## src/rtl/if_fetch.sv

```systemverilog
// ---------------------------------------------------------------------------
// if_fetch
//
// Instruction-fetch stage. Holds the program counter and assembles each
// 32-bit instruction from four little-endian byte reads over the shared
// 8-bit memory port. Memory returns a byte one cycle after its address.
// The stage asks the pipeline to stall until the instruction is complete.
// It also handles branch redirects from EX and the loss of the memory port
// to the MEM stage.
//
// Ports:
//   clk            rising-edge clock
//   rst            asynchronous, active-high reset
//   stall[5:0]     pipeline stall vector; bit 0 holds the PC stage
//   branch_flag    one-cycle redirect request from EX
//   branch_target  redirect address (low two bits ignored)
//   mem_grant      memory port granted to IF this cycle
//   mem_din        byte returned by memory, one cycle after its address
//   mem_req        IF issues a byte read this cycle
//   mem_addr       byte address of the read
//   if_pc          PC of the instruction on if_inst
//   if_inst        assembled instruction, NOP_INST while not valid
//   inst_valid     if_inst holds a complete instruction
//   stallreq_if    stall request, the inverse of inst_valid
// ---------------------------------------------------------------------------
module if_fetch #(
  parameter logic [31:0] RESET_PC = 32'h0000_0000,
  parameter logic [31:0] NOP_INST = 32'h0000_0013
) (
  input  logic        clk,
  input  logic        rst,
  input  logic [5:0]  stall,
  input  logic        branch_flag,
  input  logic [31:0] branch_target,
  input  logic        mem_grant,
  input  logic [7:0]  mem_din,
  output logic        mem_req,
  output logic [31:0] mem_addr,
  output logic [31:0] if_pc,
  output logic [31:0] if_inst,
  output logic        inst_valid,
  output logic        stallreq_if
);

  typedef enum logic {
    FETCH,
    DONE
  } fetchState_t;

  fetchState_t r_state;
  fetchState_t w_nextState;

  logic [31:0] r_pc;
  logic [2:0]  r_issueCnt;
  logic [2:0]  r_recvCnt;
  logic        r_pend;
  logic [31:0] r_buf;

  logic [31:0] w_nextPc;
  logic [2:0]  w_nextIssueCnt;
  logic [2:0]  w_nextRecvCnt;
  logic        w_nextPend;
  logic [31:0] w_nextBuf;
  logic        w_issue;
  logic [31:0] w_issueAddr;

  // Only bit 0 of the stall vector and the word-aligned part of the branch
  // target matter to this stage.
  logic w_unusedBits;
  assign w_unusedBits = ^{stall[5:1], branch_target[1:0]};

  // A byte read goes out whenever fetching, bytes remain to be issued and
  // the port is ours this cycle. Reset forces the port quiet immediately.
  assign w_issue     = (r_state == FETCH) && (r_issueCnt < 3'd4) && mem_grant;
  assign w_issueAddr = r_pc + {29'b0, r_issueCnt};

  assign mem_req     = w_issue && !rst;
  assign mem_addr    = rst ? 32'h0 : w_issueAddr;

  assign inst_valid  = (r_state == DONE);
  assign stallreq_if = ~inst_valid;
  assign if_inst     = inst_valid ? r_buf : NOP_INST;
  assign if_pc       = r_pc;

  // State and datapath registers. All next values come from the
  // combinational block below; reset returns to a clean fetch at RESET_PC.
  always_ff @(posedge clk or posedge rst) begin
    if (rst) begin
      r_state    <= FETCH;
      r_pc       <= RESET_PC;
      r_issueCnt <= 3'd0;
      r_recvCnt  <= 3'd0;
      r_pend     <= 1'b0;
      r_buf      <= 32'h0;
    end else begin
      r_state    <= w_nextState;
      r_pc       <= w_nextPc;
      r_issueCnt <= w_nextIssueCnt;
      r_recvCnt  <= w_nextRecvCnt;
      r_pend     <= w_nextPend;
      r_buf      <= w_nextBuf;
    end
  end

  // Next-state logic. Normal issue/capture in FETCH, accept-or-hold in
  // DONE, then a branch overrides everything: it restarts the fetch at the
  // aligned target and drops any byte still in flight.
  always_comb begin
    w_nextState    = r_state;
    w_nextPc       = r_pc;
    w_nextIssueCnt = r_issueCnt;
    w_nextRecvCnt  = r_recvCnt;
    w_nextPend     = 1'b0;
    w_nextBuf      = r_buf;

    case (r_state)
      FETCH: begin
        if (w_issue) begin
          w_nextIssueCnt = r_issueCnt + 3'd1;
          w_nextPend     = 1'b1;
        end
        // The byte in flight is captured even across a grant gap.
        if (r_pend) begin
          case (r_recvCnt[1:0])
            2'd0: w_nextBuf[7:0]   = mem_din;
            2'd1: w_nextBuf[15:8]  = mem_din;
            2'd2: w_nextBuf[23:16] = mem_din;
            default: w_nextBuf[31:24] = mem_din;
          endcase
          w_nextRecvCnt = r_recvCnt + 3'd1;
          if (r_recvCnt == 3'd3) begin
            w_nextState = DONE;
          end
        end
      end
      DONE: begin
        if (!stall[0]) begin
          w_nextPc       = r_pc + 32'd4;
          w_nextIssueCnt = 3'd0;
          w_nextRecvCnt  = 3'd0;
          w_nextState    = FETCH;
        end
      end
      default: begin
        w_nextState = FETCH;
      end
    endcase

    if (branch_flag) begin
      w_nextPc       = {branch_target[31:2], 2'b00};
      w_nextIssueCnt = 3'd0;
      w_nextRecvCnt  = 3'd0;
      w_nextPend     = 1'b0;
      w_nextState    = FETCH;
    end
  end

endmodule

```

## config.mk

```make
export PLATFORM = sky130hd
export DESIGN_NAME = if_fetch
export DESIGN_NICKNAME = d
export VERILOG_FILES = /design/src/rtl/if_fetch.sv
export SDC_FILE = /design/constraint.sdc
export NUM_CORES = 1
export LEC_CHECK = 0
export ABC_AREA = 1
export BUFFER_PORTS_ARGS = -buffer_cell sky130_fd_sc_hd__clkbuf_2
export CORE_ASPECT_RATIO = 1.75
export CORE_MARGIN = 2
export CORE_UTILIZATION = 56
export DETAILED_ROUTE_END_ITERATION = 16
export PLACE_DENSITY_LB_ADDON = 0.2
export SYNTH_ARGS = -nofsm -noshare
export SYNTH_HDL_FRONTEND = slang
export SYNTH_SLANG_ARGS = --single-unit
```

## constraint.sdc

```tcl
create_clock -name clk -period 3.9 [get_ports clk]
set_clock_uncertainty 0.2 [all_clocks]
set_input_delay 0.78 -clock clk [delete_from_list [all_inputs] [get_ports clk]]
set_output_delay 0.78 -clock clk [all_outputs]
set_load 0.1 [all_outputs]
```

==> results of run 1 <==
## worst max path at each step
stage                  startpoint            to  cells after the start
detailed placement  r_issueCnt[2]  mem_addr[22]                      8
floorplan                if_pc[2]  mem_addr[12]                      7
global route             if_pc[2]  mem_addr[27]                     10
global placement    r_issueCnt[2]  mem_addr[22]                      8
finish                   if_pc[2]  mem_addr[22]                      8
CTS                      if_pc[2]  mem_addr[22]                      8
## cells in the final DEF (no fill, tap or decap), types with 9 or more instances in the layout
cell / synthesis / layout
buf_4: 4 / 17
inv_1: 109 / 108
a21oi_1: 38 / 29
clkbuf_16: 0 / 9
dfrtp_1: 70 / 70
nand3_1: 31 / 31
nor2_2: 8 / 17
clkbuf_2: 0 / 124
o21ai_0: 82 / 82
nor2_1: 86 / 77
a21oi_2: 0 / 9
nand2_1: 232 / 232
## per-layer routing
layer,up-vias,share of wire (%)
li1,2542,-
met1,2413,35
met2,218,55
met3,58,4.9
met4,0,5.4
met5,-,0
## synth_stat cells (all sizes together)
library cell and count:
a21oi 38, a22o 1, a22oi 1, a31oi 2, and2 1, buf 12, clkbuf 14, conb 1
dfrtp 70, ha 8, inv 111, nand2 239, nand3 32, nand3b 1, nand4 1, nor2 100
nor3 11, o21ai 85, o22ai 2, or2 3, xor2 2
## worst max-delay path: cells and delay by family, from the launching register on
kind	cells	cell delay (ns)
compound gates	1	0.13
buf+inv	1	0.48
fa+ha+maj	1	0.24
flops	1	0.45
simple gates	5	0.93
## stage by stage
stage                     cells  instance area, sq um  TNS, ns  hold slack [ns]  utilization (%)
after global routing        967                  6022        0           0.2970            73.41
after global placement      951                  5722        0           0.2647            69.75
after floorplan             736                  4821   -1.245           0.2457                -
after CTS                   967                  6022        0           0.2562            73.41
after detailed placement    951                  5722        0           0.2684            69.75
final                       967                  6022        0           0.2539            73.41
## kinds of logic (layout without fill, tap and decap cells)
family | after synthesis | in the layout | synth area share (%)
flip-flops | 70 | 70 | 37.36
XOR/XNOR | 2 | 2 | 0.3737
buffers and inverters | 137 | 276 | 11.50
AO/OA/AOI/OAI | 129 | 129 | 14.01
other | 1 | 2 | 0.07999
adder cells (fa/ha/maj) | 8 | 8 | 2.135
AND/OR/NAND/NOR | 388 | 388 | 34.53
## cell type report
class                   instances  area, sq um  share of cell area (%)
multi-input cells             529         2530                   42.01
well taps                      92        115.1                   1.911
repair buffers                149        908.4                   15.08
inverters                     111        416.7                   6.919
flip-flops and latches         70         1752                   29.09
clock buffers                  10        239.0                   3.968
clock inverters                 6        61.31                   1.018
## power by group
group | total (mW) | internal [mW] | switching, mW
Sequential | 1.07 | 0.901 | 0.167
Clock | 0.829 | 0.510 | 0.319
Combinational | 1.27 | 0.265 | 1.01
## registers in the layout, summed over array words and instances (netlist names)
name,flops
r_issueCnt,3
r_recvCnt,3
inst_valid,1
r_pend,1
r_buf,32
if_pc,30
==> flow_metrics.py, run 1 <==
metrics = {
    "detailed_routing": {
        "dr.pass1.iters": 7,
        "vias_per_cell": 5.410,
        "vias": 5231,
        "avgRoutedWirePerCell_um": 14.83,
        "antenna_left": 0,
        "drc": 0,
        "wirelength_um": 14340,
        "drtIter0Drc": 351,
    },
    "synthesis": {
        "ys_seq_area_share_pct": 37.36,
        "yosysTopAreaCellShare_pct": 37.36,
        "syn_area_per_cell_sq_um": 6.379,
        "synth_area_leaders": "dfrtp_1 37%, nand2_1 19%, o21ai_0 8.8%, inv_1 8.7%, nor2_1 6.9%",
        "synthesis.area_sq_um": 4688,
        "ys_warn_count": 0,
        "synth-seq-cells": 70,
        "syn_inst": 735,
        "synth.distinct_cells": 29,
        "synth.largest_area_cell": "dfrtp_1",
    },
    "placed_design": {
        "io_buffers": 139,
        "gp_congestion": 0.9771,
        "dp_hpwl_um": 10640,
        "post-place-ws_ns": 0.7608,
    },
    "timing": {
        "finalSetupViolations": 0,
        "fin_crit_ns": 3.538,
        "maxSlewHeadroom_pct": 60.65,
        "worstMarginPinSlew_ns": 0.5903,
        "slew_viol_final": 0,
        "fmax_mhz": 282.7,
        "setup_slack_ns": 0.3622,
        "finalHoldViolCount": 0,
        "fin_crit_sh_pct": 90.71,
        "grt_setup_unrepaired": "no",
    },
    "floorplanning": {
        "start_util_pct": 57.15,
        "die_y_um": 125.0,
        "core_sq_um": 8203,
        "die_w_um": 73.17,
        "ios": 149,
        "num_rows": 44,
        "die_area_sq_um": 9149,
    },
    "clock_tree": {
        "cts_resized": 0,
        "clk_latency_ns": 0.33,
        "cts.sinks": 70,
        "cts_buffers": 9,
        "cts_tree": "yes",
        "post_cts_buffers": 0,
        "cts_hold_buffers": 0,
        "htreeDepth": 3,
        "clockBufferDepth": 2,
        "clk_pin_slew_ns": 0.06,
        "root_buffer": "clkbuf_16",
    },
    "grt": {
        "grt_util_all_layers_pct": 32.04,
        "grt.busiest_layer": "met2",
        "grt_use_met3_pct": 5.479,
        "grt_first_pass_wirelength_um": 23080,
        "grt_max_degree": 46,
        "global_route.usage.met1_pct": 33.56,
        "grt_use_met2_pct": 57.82,
        "grt-ovfl-total": 0,
        "antenna_found_initial": 0,
        "grt_pass1_vias": 4997,
    },
    "power_and_ir_drop": {
        "pwr_density_cell_nw_per_um2": 526.1,
        "p_total_mw": 3.168,
        "peakVddDrop_mv": 0.4062,
        "leakagePower_nw": 3.340,
    },
    "worst_setup_path": {
        "critical_path.cell_chain": "ha_1, nand2_2, nor2_1, nand2_2, nor2_4, a21oi_1, nor3_2, clkbuf_2",
        "cp.required_ns": 2.92,
        "critPathMaxStageDelay_ns": 0.48,
        "crit_type": "flip-flop to primary output",
        "reg2reg_depth": 7,
        "worstPathArrival_ns": 2.56,
        "crit_slowest_cell": "clkbuf_2",
        "timing.rr.start": "inst_valid",
        "crit_path_end_kind": "primary output",
        "cp_max_fo": 8,
        "cp_common_cell": "nand2_2",
        "r2r-end": "if_pc[4]",
        "start_kind": "flip-flop",
        "r2r_setup_slack_ns": 1.70,
    },
    "cells_and_area": {
        "antenna_cells": 0,
        "finalNetCount": 928,
        "fillers": 698,
        "layout-drive-gt1-share_pct": 25.14,
        "syn2layout_area_growth_pct": 28.45,
    },
    "run": {
        "drv_cap": 0,
    },
    "status": {
        "outcome": "complete, no violations",
    },
    "hold_path": {
        "worstHoldPathType": "input port to asynchronous set/reset pin",
    },
}
(Power assumes the default switching activity.)
==> run 2, diff against run 1 <==
Settings changed: BUFFER_PORTS_ARGS -buffer_cell sky130_fd_sc_hd__clkbuf_2 to -buffer_cell sky130_fd_sc_hd__buf_2, SKIP_LAST_GASP from default to 1.
==> flow_metrics.py, run 2 (same netlist as run 1, synthesis figures left out) <==
metrics = {
    "cells_and_area": {
        "regMostFlops": "r_buf",
        "fillers": 691,
        "antenna_cells": 0,
        "layout-drive-gt1-share_pct": 24.89,
        "finalNonFillerCells": 964,
        "layout_common_cells": "232 x nand2_1, 133 x buf_2, 108 x inv_1",
        "syn2layout_area_growth_pct": 26.95,
        "finalNetCount": 925,
        "layout_commonest_cell": "nand2_1",
        "largest_reg_flops": 32,
    },
    "clock_tree": {
        "clk_pin_slew_ns": 0.06,
        "post_cts_buffers": 0,
        "cts.sinks": 70,
        "clk_latency_ns": 0.34,
        "root_buffer": "clkbuf_16",
        "htreeDepth": 3,
        "clockBufferDepth": 2,
        "cts_buffers": 9,
        "cts_tree": "yes",
        "cts_hold_buffers": 0,
        "cts_resized": 0,
    },
    "timing": {
        "fin_crit_ns": 3.539,
        "finalSetupViolations": 0,
        "slew_viol_final": 0,
        "finalSetupTns_ns": 0,
        "fin_crit_sh_pct": 90.73,
        "worstMarginPinSlew_ns": 0.5283,
        "fmax_mhz": 282.6,
        "whs_ns": 0.2876,
        "finalHoldViolCount": 0,
        "grt_setup_unrepaired": "no",
        "maxSlewHeadroom_pct": 64.78,
    },
    "worst_setup_path": {
        "critPathTopFamily": "simple AND/OR/NAND/NOR gates",
        "critical_path.cell_chain": "ha_1, nand2_2, nor2_4, nand2_1, inv_1, nand2_2, nor3_2, nor2_1, nor2_2, buf_2",
        "cp.required_ns": 2.92,
        "crit_type": "flip-flop to primary output",
        "critPathMaxStageDelay_ns": 0.44,
        "crit_path_end_kind": "primary output",
        "start_kind": "flip-flop",
        "cp_common_cell": "nand2_2",
        "crit_slowest_cell": "dfrtp_1",
        "worstPathArrival_ns": 2.56,
        "cp_max_fo": 5,
        "cp.buffers_inverters": 2,
    },
    "power_and_ir_drop": {
        "leakagePower_nw": 3.333,
        "pwr_density_cell_nw_per_um2": 530.2,
        "p_total_mw": 3.156,
        "peakVddDrop_mv": 0.3912,
    },
    "detailed_routing": {
        "vias": 5186,
        "drtIter0Drc": 311,
        "vias_per_cell": 5.380,
        "drc": 0,
        "wirelength_um": 14080,
        "dr.pass1.iters": 5,
        "antenna_left": 0,
        "avgRoutedWirePerCell_um": 14.61,
    },
    "floorplanning": {
        "die_w_um": 73.17,
        "die_area_sq_um": 9149,
        "die_y_um": 125.0,
        "num_rows": 44,
        "core_sq_um": 8203,
        "ios": 149,
        "start_util_pct": 57.15,
    },
    "grt": {
        "grt-ovfl-total": 0,
        "grt_pass1_vias": 5003,
        "grt_util_all_layers_pct": 32.48,
        "grt_max_degree": 46,
        "grt_first_pass_wirelength_um": 23160,
        "antenna_found_initial": 0,
    },
    "hold_path": {
        "worstHoldPathType": "flip-flop to flip-flop",
    },
    "placed_design": {
        "dp_cells": 948,
        "io_buffers": 139,
        "dp_hpwl_um": 10660,
        "gp_congestion": 0.9562,
    },
    "status": {
        "outcome": "complete, no violations",
    },
    "run": {
        "drv_cap": 0,
    },
}
run 2: cell types whose count changed in the layout (fill, tap and decap cells not counted), sizes merged:
| cell | change |
|---|---|
| buf | +121 |
| clkbuf | -124 |
run 2: worst min-delay path, cell delays in order (launching register included):
cell and delay, ns:
dfrtp_1 0.34, nand2_1 0.05, o21ai_0 0.06
run 2: final timing paths:
path | startpoint | endpoint | slack [ns] | cells past startpoint
min in group asynchronous | rst | if_pc[17] | 0.53 | 2
max | r_issueCnt[2] | mem_addr[27] | 0.36 | 10
min | r_buf[1] | r_buf[1] | 0.29 | 2
min reg2reg | r_buf[1] | r_buf[1] | 0.29 | 2
max reg2reg | inst_valid | if_pc[16] | 1.76 | 8
max in group asynchronous | rst | r_buf[26] | 2.32 | 3
run 2: metrics by stage:
stage	utilization [%]	area, sq um	setup WS [ns]
final	72.56	5952	0.3614
after global placement	68.90	5652	0.5287
after floorplan	-	4821	-0.3832
after CTS	72.56	5952	0.3795
after global routing	72.56	5952	0.2004
after detailed placement	68.90	5652	0.4663
run 2: final cells by class:
class	count	area (sq um)	share of cell area, %
Timing Repair Buffer	146	838.3	14.08
Inverter	111	416.7	7.000
Clock inverter	6	61.31	1.030
Tap cell	92	115.1	1.934
Sequential cell	70	1752	29.43
Clock buffer	10	239.0	4.015
Multi-Input combinational cell	529	2530	42.51
run 2: routing by layer:
layer	share of wire, %	wire [um]	GRT usage [%]	vias to the layer above
li1	-	-	-	2539
met1	36	5028	34.99	2397
met2	54	7585	56.97	201
met3	5.4	760	5.882	49
met4	5.0	710	18.95	0
met5	0	0	0	-
run 2: report_power, final:
| group | switching, mW | internal (mW) |
|---|---|---|
| registers | 0.167 | 0.901 |
| logic | 0.998 | 0.253 |
| clock network | 0.327 | 0.510 |
==> run 3, diff against run 2 <==
Settings changed: CORE_UTILIZATION 56 to 57, CTS_BUF_LIST from default to sky130_fd_sc_hd__clkbuf_8.
==> flow_metrics.py, run 3 (same netlist as run 1, synthesis figures left out) <==
metrics = {
    "status": {
        "outcome": "complete, no violations",
    },
    "timing": {
        "worstMarginPinSlew_ns": 0.7264,
        "fin_crit_sh_pct": 90.73,
        "fin_crit_ns": 3.538,
        "maxSlewHeadroom_pct": 51.57,
        "finalSetupTns_ns": 0,
        "grt_setup_unrepaired": "no",
        "fmax_mhz": 282.6,
        "setup_slack_ns": 0.3615,
        "slew_viol_final": 0,
        "finalHoldViolCount": 0,
        "finalSetupViolations": 0,
    },
    "clock_tree": {
        "cts_buffers": 9,
        "cts_tree": "yes",
        "root_buffer": "clkbuf_8",
        "post_cts_buffers": 0,
        "cts_hold_buffers": 0,
        "clk_pin_slew_ns": 0.07,
        "clk_latency_ns": 0.35,
        "clockBufferDepth": 2,
        "cts_resized": 0,
        "cts.sinks": 70,
        "htreeDepth": 3,
    },
    "floorplanning": {
        "start_util_pct": 58.88,
        "die_area_sq_um": 8995,
        "num_rows": 43,
        "ios": 149,
        "die_y_um": 124.0,
        "die_w_um": 72.56,
        "core_sq_um": 7963,
    },
    "detailed_routing": {
        "wirelength_um": 13790,
        "drtIter0Drc": 451,
        "antenna_left": 0,
        "dr.pass1.iters": 5,
        "avgRoutedWirePerCell_um": 14.35,
        "drc": 0,
        "vias": 5226,
        "vias_per_cell": 5.438,
    },
    "grt": {
        "grt_pass1_vias": 4816,
        "grt-ovfl-total": 0,
        "grt_first_pass_wirelength_um": 22110,
        "antenna_found_initial": 0,
        "grt_max_degree": 40,
        "grt_util_all_layers_pct": 31.52,
    },
    "cells_and_area": {
        "layout-drive-gt1-share_pct": 24.68,
        "largest_reg_flops": 32,
        "antenna_cells": 0,
        "layout_commonest_cell": "nand2_1",
        "finalNetCount": 925,
        "layout_common_cells": "232 x nand2_1, 136 x buf_2, 109 x inv_1",
        "syn2layout_area_growth_pct": 23.83,
        "regMostFlops": "r_buf",
    },
    "placed_design": {
        "io_buffers": 139,
        "post-place-ws_ns": 0.6604,
        "gp_congestion": 0.9285,
        "dp_hpwl_um": 10570,
    },
    "worst_setup_path": {
        "crit_path_end_kind": "primary output",
        "worstPathArrival_ns": 2.56,
        "start_kind": "flip-flop",
        "crit_path_start": "r_issueCnt[2]",
        "endpoint": "mem_addr[27]",
        "timing.rr.start": "inst_valid",
        "crit_type": "flip-flop to primary output",
        "r2r-end": "if_pc[5]",
        "cp.required_ns": 2.92,
        "reg2reg_depth": 7,
        "r2r_setup_slack_ns": 1.56,
        "cp_max_fo": 5,
    },
    "power_and_ir_drop": {
        "swShare_pct": 49.81,
        "p_comb_share_pct": 42.9,
        "p_int_mw": 1.445,
        "switching_power_mw": 1.435,
        "clkPwrFrac_pct": 20.2,
        "pwr_density_cell_nw_per_um2": 496.1,
        "leakagePower_nw": 3.276,
        "seq_power_share_pct": 36.9,
        "peakVddDrop_mv": 0.3429,
    },
    "hold_path": {
        "worstHoldPathType": "flip-flop to flip-flop",
    },
    "run": {
        "drv_cap": 0,
    },
}
run 3: per-stage QoR:
step	hold WS [ns]	area [sq um]	cells	utilization (%)	total power, mW
finish	0.2890	5806	961	72.91	2.880
global route	0.3193	5806	961	72.91	3.019
CTS	0.2917	5806	961	72.91	2.884
detailed placement	0.2754	5617	946	70.54	2.306
global placement	0.2622	5617	946	70.54	2.267
floorplan	0.2457	4821	736	-	2.056
run 3: worst min path at each step:
| stage | start | end | cells after the start |
|---|---|---|---|
| 2_1_floorplan | r_buf[0] | r_buf[0] | 2 |
| 3_3_place_gp | r_buf[1] | r_buf[1] | 2 |
| 3_5_place_dp | r_buf[28] | r_buf[28] | 2 |
| 4_1_cts | r_buf[28] | r_buf[28] | 2 |
| 5_1_grt | r_buf[8] | r_buf[8] | 2 |
| 6_report | r_buf[7] | r_buf[7] | 2 |
run 3: power groups by stage:
stage	clock, mW	combinational, mW	sequential (mW)
final	0.581	1.24	1.06
after floorplan	0	0.653	1.40
after CTS	0.587	1.24	1.06
after global placement	0	1.21	1.06
after global routing	0.615	1.32	1.08
after detailed placement	0	1.24	1.07
run 3: routing by layer:
layer / wire length [um] / part of all wire [%] / global-route usage [%] / up-vias
met4: 809 / 5.9 / 19.10 / 0
met1: 4974 / 36 / 34.09 / 2413
li1: - / - / - / 2536
met3: 713 / 5.2 / 4.854 / 66
met2: 7295 / 53 / 56.48 / 211
met5: 0 / 0 / 0 / -
run 3: layout make-up:
class / instances / area (sq um)
fillers: 658 / 2157
inverters: 111 / 416.7
flip-flops and latches: 70 / 1752
clock inverters: 5 / 51.30
clock buffers: 10 / 137.6
multi-input cells: 529 / 2530
repair buffers: 146 / 805.8
well taps: 90 / 112.6
run 3: critical path, stage by stage, from the launching register on:
cell and delay (ns):
dfrtp_1 0.45, ha_1 0.26, nand2_2 0.10, nor2_4 0.18, nand2_1 0.10, inv_1 0.19, nand2_2 0.17, nor3_2 0.17
nor2_1 0.07, nor2_2 0.10, buf_2 0.42
